--- src/rtl/instr_fetch_unit_pkg.sv ---
// Shared definitions for the instruction fetch stage: fetch FSM encoding,
// nop word and default reset PC.
`default_nettype none

package instr_fetch_unit_pkg;

  localparam int unsigned INSTR_W          = 32;
  localparam int unsigned RESET_PC_DEFAULT = 0;
  localparam logic [INSTR_W-1:0] NOP_WORD  = 32'h0000_0000;

  typedef enum logic [1:0] {
    ST_IDLE = 2'd0,
    ST_REQ  = 2'd1,
    ST_HOLD = 2'd2
  } fetch_state_t;

endpackage

`default_nettype wire

--- src/rtl/instr_fetch_unit_pc_next.sv ---
// Combinational next-PC: hold, sequential (+4) or word-offset branch.
// All arithmetic wraps modulo 2^ADDR_W.
`default_nettype none

module instr_fetch_unit_pc_next
  import instr_fetch_unit_pkg::*;
#(
  parameter int ADDR_W = 32
) (
  input  logic [ADDR_W-1:0]  pc,
  input  logic               pc_sel,
  input  logic               pc_ld_en,
  input  logic [INSTR_W-1:0] pc_immed,
  output logic [ADDR_W-1:0]  pc_next
);

  logic [ADDR_W-1:0] imm_ext;
  logic [ADDR_W-1:0] pc_seq;
  logic [ADDR_W-1:0] pc_branch;

  // The word offset is sign-extended (or truncated) to the PC width before scaling.
  if (ADDR_W > INSTR_W) begin : g_imm_sext
    assign imm_ext = {{(ADDR_W-INSTR_W){pc_immed[INSTR_W-1]}}, pc_immed};
  end else begin : g_imm_trunc
    assign imm_ext = pc_immed[ADDR_W-1:0];
  end

  assign pc_seq    = pc + ADDR_W'(4);
  assign pc_branch = pc_seq + (imm_ext << 2);

  always_comb begin
    pc_next = pc;
    if (pc_ld_en) begin
      pc_next = pc_sel ? pc_branch : pc_seq;
    end
  end

endmodule

`default_nettype wire

--- src/rtl/instr_fetch_unit.sv ---
// Instruction fetch stage: owns the PC, issues req/ack reads to instruction
// memory and presents each word to decode over a valid/ready handshake.
`default_nettype none

module instr_fetch_unit
  import instr_fetch_unit_pkg::*;
#(
  parameter int                ADDR_W   = 32,
  parameter logic [ADDR_W-1:0] RESET_PC = ADDR_W'(RESET_PC_DEFAULT)
) (
  input  logic               Clk,
  input  logic               Reset,
  input  logic               PC_sel,
  input  logic               PC_LdEn,
  input  logic [INSTR_W-1:0] PC_Immed,
  output logic               Imem_Req,
  output logic [ADDR_W-1:0]  Imem_Addr,
  input  logic               Imem_Ack,
  input  logic [INSTR_W-1:0] Imem_RdData,
  output logic [INSTR_W-1:0] Instr,
  output logic               Instr_Valid,
  input  logic               Instr_Ready,
  output logic [ADDR_W-1:0]  PC
);

  fetch_state_t       state;
  fetch_state_t       state_nxt;
  logic               req_reg;
  logic               valid_reg;
  logic [INSTR_W-1:0] instr_reg;
  logic [ADDR_W-1:0]  pc_reg;
  logic [ADDR_W-1:0]  pc_nxt;
  logic               fetch_done;
  logic               handshake;

  // An ack only counts while a request is actually on the bus.
  assign fetch_done = (state == ST_REQ) && req_reg && Imem_Ack;
  assign handshake  = (state == ST_HOLD) && valid_reg && Instr_Ready;

  instr_fetch_unit_pc_next #(
    .ADDR_W (ADDR_W)
  ) u_pc_next (
    .pc       (pc_reg),
    .pc_sel   (PC_sel),
    .pc_ld_en (PC_LdEn),
    .pc_immed (PC_Immed),
    .pc_next  (pc_nxt)
  );

  always_ff @(posedge Clk or negedge Reset) begin
    if (!Reset) begin
      state <= ST_IDLE;
    end else begin
      state <= state_nxt;
    end
  end

  always_comb begin
    state_nxt = state;
    case (state)
      ST_IDLE: state_nxt = ST_REQ;
      ST_REQ:  if (fetch_done) state_nxt = ST_HOLD;
      ST_HOLD: if (handshake)  state_nxt = ST_REQ;
      default: state_nxt = ST_IDLE;
    endcase
  end

  // Request is registered from the state, so it rises one cycle into REQ
  // and falls on the cycle after the ack.
  always_ff @(posedge Clk or negedge Reset) begin
    if (!Reset) begin
      req_reg <= 1'b0;
    end else begin
      req_reg <= (state == ST_REQ) && !fetch_done;
    end
  end

  always_ff @(posedge Clk or negedge Reset) begin
    if (!Reset) begin
      instr_reg <= NOP_WORD;
      valid_reg <= 1'b0;
    end else if (fetch_done) begin
      instr_reg <= Imem_RdData;
      valid_reg <= 1'b1;
    end else if (handshake) begin
      valid_reg <= 1'b0;
    end
  end

  always_ff @(posedge Clk or negedge Reset) begin
    if (!Reset) begin
      pc_reg <= RESET_PC;
    end else if (handshake) begin
      pc_reg <= pc_nxt;
    end
  end

  assign Imem_Req    = req_reg;
  assign Imem_Addr   = pc_reg;
  assign Instr       = instr_reg;
  assign Instr_Valid = valid_reg;
  assign PC          = pc_reg;

endmodule

`default_nettype wire

--- config.mk ---
export PLATFORM = sky130hd
export DESIGN_NAME = instr_fetch_unit
export DESIGN_NICKNAME = d
export VERILOG_FILES = /design/src/rtl/instr_fetch_unit_pkg.sv /design/src/rtl/instr_fetch_unit_pc_next.sv /design/src/rtl/instr_fetch_unit.sv
export SDC_FILE = /design/constraint.sdc
export NUM_CORES = 1
export LEC_CHECK = 0
export BUFFER_PORTS_ARGS = -buffer_cell sky130_fd_sc_hd__buf_2
export CORE_ASPECT_RATIO = 0.7
export CORE_MARGIN = 2
export CORE_UTILIZATION = 45
export DETAILED_ROUTE_END_ITERATION = 6
export HOLD_SLACK_MARGIN = 0.02
export PLACE_DENSITY = 0.71
export SLEW_MARGIN = 15
export SYNTH_ARGS = -nofsm -noshare
export SYNTH_HDL_FRONTEND = slang
export SYNTH_SLANG_ARGS = --single-unit
--- constraint.sdc ---
create_clock -name Clk -period 7.6 [get_ports Clk]
set_clock_uncertainty 0.15 [all_clocks]
set_input_delay 0.76 -clock Clk [delete_from_list [all_inputs] [get_ports Clk]]
set_output_delay 0.76 -clock Clk [all_outputs]
set_load 0.05 [all_outputs]
==> flow_metrics.tcl, run 1 <==
set metrics [dict create \
    status "complete, no violations" \
    ff2ff_setup_slack_ns 2.74 \
    irDropWorstVdd_uv 289.2 \
    cp.arrival_ns 4.93 \
    yosysSeqAreaShare 0.3127 \
    portBuffers 161 \
    rr_worst_depth 17 \
    stdcell_count 889 \
    p_per_area_nw_per_um2 458.2 \
    avgRoutedWirePerCell_um 17.10 \
    yosys_register_bits 66 \
    async_flop_share 1.000 \
    grt_pass1_wl_mm 24.22 \
    seq_area_um2 1652 \
    tns_ns 0 \
    drtIter0Drc 438 \
    placedInstanceArea_um2 5979 \
    finalCriticalPeriod_ns 4.865 \
    drc 0 \
    synth_edf_count 0 \
    dp.cells 873 \
    synthDistinctLibCells 65 \
    netSwitchingFraction 0.5613 \
    cts_tree "done" \
    dpl.hpwl_mm 11.21 \
    clkPwrFrac 0.142 \
    ios 168 \
    grt.overflow.total 0 \
    fmax_ghz 0.2056 \
    setup-violations-final 0 \
    via_per_inst 5.687 \
    dr.pass1.iters 5 \
    hp-start "Instr[9]" \
    syn_to_final_growth_pct 18.64 \
    nFillCells 1077 \
    core_um2 11560 \
    rows 33 \
    synth_top_area_cell "dfrtp_1" \
    yosysTopAreaCellShare 0.3127 \
    r2r-end "Imem_Addr[31]" \
    worst_pin_slew_ns 0.8697 \
    drive_above_1_share 0.3046 \
    hold-worst-slack_ns 0.3510 \
    clock_path_buffers 2 \
    worstPathMaxFanout 9 \
    crit_top_cell "and3_1" \
    period_share 0.6401 \
    synth-simple-area-share 0.1651 \
    worstReg2RegStart "Imem_Addr[4]" \
    cts.htree.levels 3 \
    cts.repair.resized 0 \
    finalNetCount 835 \
    syn-cell-area_um2 5281 \
    synth_compound_area_frac 0.1950 \
    start_kind "register" \
    worstSetupPathType "reg2reg" \
    yosysMostFrequentCell "dfrtp_1" \
    synth-xor-area-share 0.08126 \
    cts_hold_buffers 0 \
    clock-sinks 66 \
    syn_inst 605 \
    antenna_found_initial 0 \
    synth_common_cells "dfrtp_1, o21ai_0, nand2_1" \
    synth_top_family_by_area "compound AO/OA/AOI/OAI gates" \
    cts-root-buf "clkbuf_16" \
    max-cap-violations 0 \
    routed_wl_mm 15.20 \
    muxShareOfSynthArea 0.07700 \
    p_sw_mw 1.612 \
    crit_start "Imem_Addr[4]" \
    route.antenna.remaining_nets 0 \
    path_cells "and3_2 -> and3_4 -> and3_1 -> and3_1 -> and3_1 -> and3_1 -> xor2_1 -> ha_1 -> nand4_1 -> nor2_1 -> nand2_1 -> a21oi_1 -> o21ai_0 -> a21oi_1 -> mux4_1 -> o311ai_1 -> o31ai_1" \
    hold_viol 0 \
    initial_utilization 0.4568 \
    gp_congestion 0.9435 \
    worstSkewPairLatency_ns 0.34 \
    synth_adder_area_share 0.09145 \
    yosysWarnings 0 \
    hold_path_class "reg2reg" \
    endpoint_kind "register" \
    dieArea_um2 12630 \
    cts_setup_buffers 0 \
    final_area_um2 6266 \
    die_h_um 94.64 \
    leakagePower_nw 3.132 \
    pwr-share-seq 0.233 \
    vias 5056 \
    multi_input_area_um2 3236 \
    die-width_um 133.5 \
    rsz0062_at_grt "false" \
    slowest_delay_ns 0.60 \
    synth_flop_cell "dfrtp_1" \
    synth_area_leaders "dfrtp_1, ha_1, mux2_2" \
    grt_max_degree 67 \
    numCtsBuffers 9 \
    clkSlewWorstSetupHoldPaths_ns 0.06 \
    utilization 0.5420 \
    cp.required_ns 7.66 \
    p_comb_frac 0.625 \
    cp-endpoint "Imem_Addr[31]" \
    n_antenna_cell 0 \
    p_int_mw 1.260 \
    avgSynthCellArea_um2 8.729 \
    grt_pass1_vias 4909 \
    slowest_stage "mux4_1" \
    drv_slew 0 \
    grtUsageTotal 0.2425 \
    slew_headroom 0.4202 \
]
## routing by layer
layer / global-route usage / vias up / wire, um
met5: 0 / - / 0
met4: 0.07092 / 0 / 241
met3: 0.06227 / 28 / 1338
met2: 0.3883 / 218 / 6829
met1: 0.3263 / 2405 / 6794
li1: - / 2405 / -
## how the worst min path moves through the flow
stage	endpoint	slack, ns	cells after the start
after floorplan	Imem_Addr[10]	0.31	0
after global placement	Instr[16]	0.33	1
after detailed placement	Instr[1]	0.34	1
after CTS	Instr[9]	0.35	1
after global routing	Instr[7]	0.37	1
final	Instr[9]	0.35	1
## critical path: cells and delay by family (launching register included)
family	cells	cell delay (ns)
simple gates	9	2.10
fa+ha+maj	1	0.39
xor+xnor	1	0.11
mux	1	0.60
compound gates	5	0.86
flops	1	0.52
## layout by cell type (no fill, tap or decap), types with 24 or more instances in the layout
cell and instances:
xnor2_1 24, nor2_1 41, dfrtp_1 66, o21ai_0 54, ha_1 37, a21oi_1 44
mux2_2 32, buf_2 161, nand2_1 51, xor2_1 25
## flip-flops by register name (all words and copies together) (netlist names)
register / cells
Imem_Req: 1
state: 2
Instr_Valid: 1
Imem_Addr: 30
Instr: 32
## kinds of logic after synthesis
group | Yosys count
and+or+nand+nor | 177
AOI/OAI and AO/OA | 167
buffers and inverters | 72
DFF | 66
xor gates and xnor gates | 49
adders and majority gates | 38
muxes | 35
other | 1
## metrics by stage
stage	worst slack, ns	total power [mW]
2_1_floorplan	3.253	2.105
3_3_place_gp	2.959	2.413
3_5_place_dp	2.821	2.452
4_1_cts	2.804	2.873
5_1_grt	2.402	3.041
6_report	2.735	2.871
## final cells by class
class                           count  share of cell area
Sequential cell                    66              0.2636
Clock inverter                      7            0.009784
Inverter                           14            0.008387
Clock buffer                        9             0.03594
Timing Repair Buffer              166              0.1346
Multi-Input combinational cell    470              0.5164
Tap cell                          157             0.03135
## power by group through the flow
stage	logic (mW)	registers [mW]	clock network, mW
3_3_place_gp	1.75	0.659	0
4_1_cts	1.79	0.671	0.415
3_5_place_dp	1.78	0.673	0
6_report	1.79	0.670	0.407
2_1_floorplan	0.959	1.15	0
5_1_grt	1.92	0.696	0.430
Note: power is estimated with default switching activity, not from simulation.
==> run 2: changes to the inputs <==
- clock period: 7.6 -> 4.6 ns (I/O delays scaled with it)
==> run 2 against run 1 <==
Flip-flop and latch count stayed put. Core utilization up 0.88 points. First-iteration DRC count is 10% lower. Sequential power grew 60%. Design area grew 1.6%. Sequential share of layout area down 0.40 points. Via count is 0.53% higher. Count of clock-buffer cells in the layout unchanged.
==> flow_metrics.tcl, run 2 (synthesis gave the netlist of run 1 again) <==
set metrics [dict create \
    setup-violations-final 0 \
    crit_family "simple AND/OR/NAND/NOR gates" \
    setup_ws_ns 0.2771 \
    rows 33 \
    dr.pass1.iters 5 \
    worstSkewPairLatency_ns 0.33 \
    grt_pass1_wl_mm 23.87 \
    largest_register_ffs 32 \
    gp_congestion 0.9534 \
    grt.overflow.total 0 \
    netSwitchingFraction 0.5578 \
    slew_headroom 0.2261 \
    nFillCells 1071 \
    grt_pass1_vias 4783 \
    place_ws_ns 0.1881 \
    irDropWorstVdd_uv 482.1 \
    hold-worst-slack_ns 0.2011 \
    start_kind "register" \
    core_um2 11560 \
    route.antenna.remaining_nets 0 \
    leakagePower_nw 3.189 \
    clkSlewWorstSetupHoldPaths_ns 0.06 \
    slowest_stage "mux4_1" \
    mostFrequentLayoutCells "buf_2, dfrtp_1, o21ai_0" \
    grtUsageTotal 0.2397 \
    drv_slew 0 \
    vias 5083 \
    finalCriticalPeriod_ns 4.323 \
    drc 0 \
    hold_path_class "in2reg" \
    slowest_delay_ns 0.58 \
    die_h_um 94.64 \
    period_share 0.9398 \
    numCtsBuffers 9 \
    syn_to_final_growth_pct 20.56 \
    dpl.hpwl_mm 11.23 \
    p_per_area_nw_per_um2 752.8 \
    pwr-share-seq 0.222 \
    n_antenna_cell 0 \
    fmax_ghz 0.2313 \
    layout_commonest_cell "buf_2" \
    crit_buf_inv 0 \
    clkPwrFrac 0.141 \
    drive_above_1_share 0.3199 \
    cts.htree.levels 3 \
    crit_top_cell "and3_1" \
    p_int_mw 2.120 \
    via_per_inst 5.642 \
    ios 168 \
    p_comb_frac 0.637 \
    worst_pin_slew_ns 1.161 \
    hold_viol 0 \
    drtIter0Drc 394 \
    routed_wl_mm 15.18 \
    tns_ns 0 \
    avgRoutedWirePerCell_um 16.85 \
    cp.required_ns 4.66 \
    path_cells "and3_2 -> and3_4 -> and3_1 -> and3_1 -> and3_1 -> and3_1 -> xor2_1 -> ha_1 -> nand4_1 -> nor2_2 -> a21oi_1 -> o21ai_0 -> o21ai_1 -> a21oi_2 -> mux4_1 -> o311ai_1 -> o31ai_1" \
    worstPathMaxFanout 7 \
    initial_utilization 0.4568 \
    finalNetCount 847 \
    worstSetupPathType "reg2reg" \
    antenna_found_initial 0 \
    p_sw_mw 2.674 \
    die-width_um 133.5 \
    portBuffers 161 \
    endpoint_kind "register" \
    max-cap-violations 0 \
    status "complete, no violations" \
    clock-sinks 66 \
    cts_tree "done" \
    grt_max_degree 67 \
    cts-root-buf "clkbuf_16" \
    clock_path_buffers 2 \
    dieArea_um2 12630 \
    cp.arrival_ns 4.38 \
]
[run 2: layout make-up]
type / instances / area (um2) / share of cell area
Clock buffer: 9 / 225.2 / 0.03537
Clock inverter: 7 / 58.81 / 0.009236
Inverter: 14 / 52.55 / 0.008253
Multi-Input combinational cell: 470 / 3246 / 0.5097
Sequential cell: 66 / 1653 / 0.2596
Tap cell: 157 / 196.4 / 0.03085
Timing Repair Buffer: 178 / 935.9 / 0.1470
[run 2: worst paths after layout]
check / startpoint / to / slack [ns] / depth (start not counted)
min in group asynchronous: Reset / Instr[27] / 0.53 / 2
setup reg to reg: Imem_Addr[5] / Imem_Addr[31] / 0.28 / 17
hold reg to reg: Instr[17] / Instr[17] / 0.35 / 1
setup / recovery: Imem_Addr[5] / Imem_Addr[31] / 0.28 / 17
hold / removal: Imem_RdData[20] / Instr[20] / 0.20 / 2
max in group asynchronous: Reset / Imem_Addr[5] / 2.73 / 3
[run 2: worst register-to-register path: stages (launching register included)]
cell,delay [ns]
dfrtp_2,0.45
and3_2,0.26
and3_4,0.19
and3_1,0.18
and3_1,0.25
and3_1,0.26
and3_1,0.23
xor2_1,0.17
ha_1,0.38
nand4_1,0.15
nor2_2,0.16
a21oi_1,0.09
o21ai_0,0.10
o21ai_1,0.13
a21oi_2,0.26
mux4_1,0.58
o311ai_1,0.10
o31ai_1,0.12
[run 2: what timing repair did]
| item | 4_1_cts | 5_1_grt |
|---|---|---|
| setup endpoints to repair | 0 | 1 |
| hold buffers | 1 | 0 |
| setup buffers | 0 | 2 |
| resized for setup | 0 | 5 |
| endpoints found under the hold margin | 23 | 0 |
[run 2: stage by stage]
| stage | cell area (um2) | instances | util | total power [mW] |
|---|---|---|---|---|
| 2_1_floorplan | 5293 | 608 | - | 3.477 |
| 3_3_place_gp | 6047 | 882 | 0.5231 | 4.021 |
| 3_5_place_dp | 6047 | 882 | 0.5231 | 4.077 |
| 4_1_cts | 6341 | 899 | 0.5485 | 4.774 |
| 5_1_grt | 6367 | 901 | 0.5508 | 5.076 |
| 6_report | 6367 | 901 | 0.5508 | 4.794 |
[run 2: per-layer routing]
metal  track usage  up-vias  wire length (um)
met5             0        -                 0
met4       0.05053        0               105
met2        0.3767      224              6919
li1              -     2421                 -
met1        0.3341     2419              6955
met3       0.06280       19              1203
[run 2: power by group through the flow]
stage / registers (mW) / clock network [mW] / logic, mW
CTS: 1.06 / 0.685 / 3.03
detailed placement: 1.07 / 0 / 3.01
global route: 1.10 / 0.713 / 3.26
global placement: 1.05 / 0 / 2.97
floorplan: 1.89 / 0 / 1.58
finish: 1.07 / 0.675 / 3.05
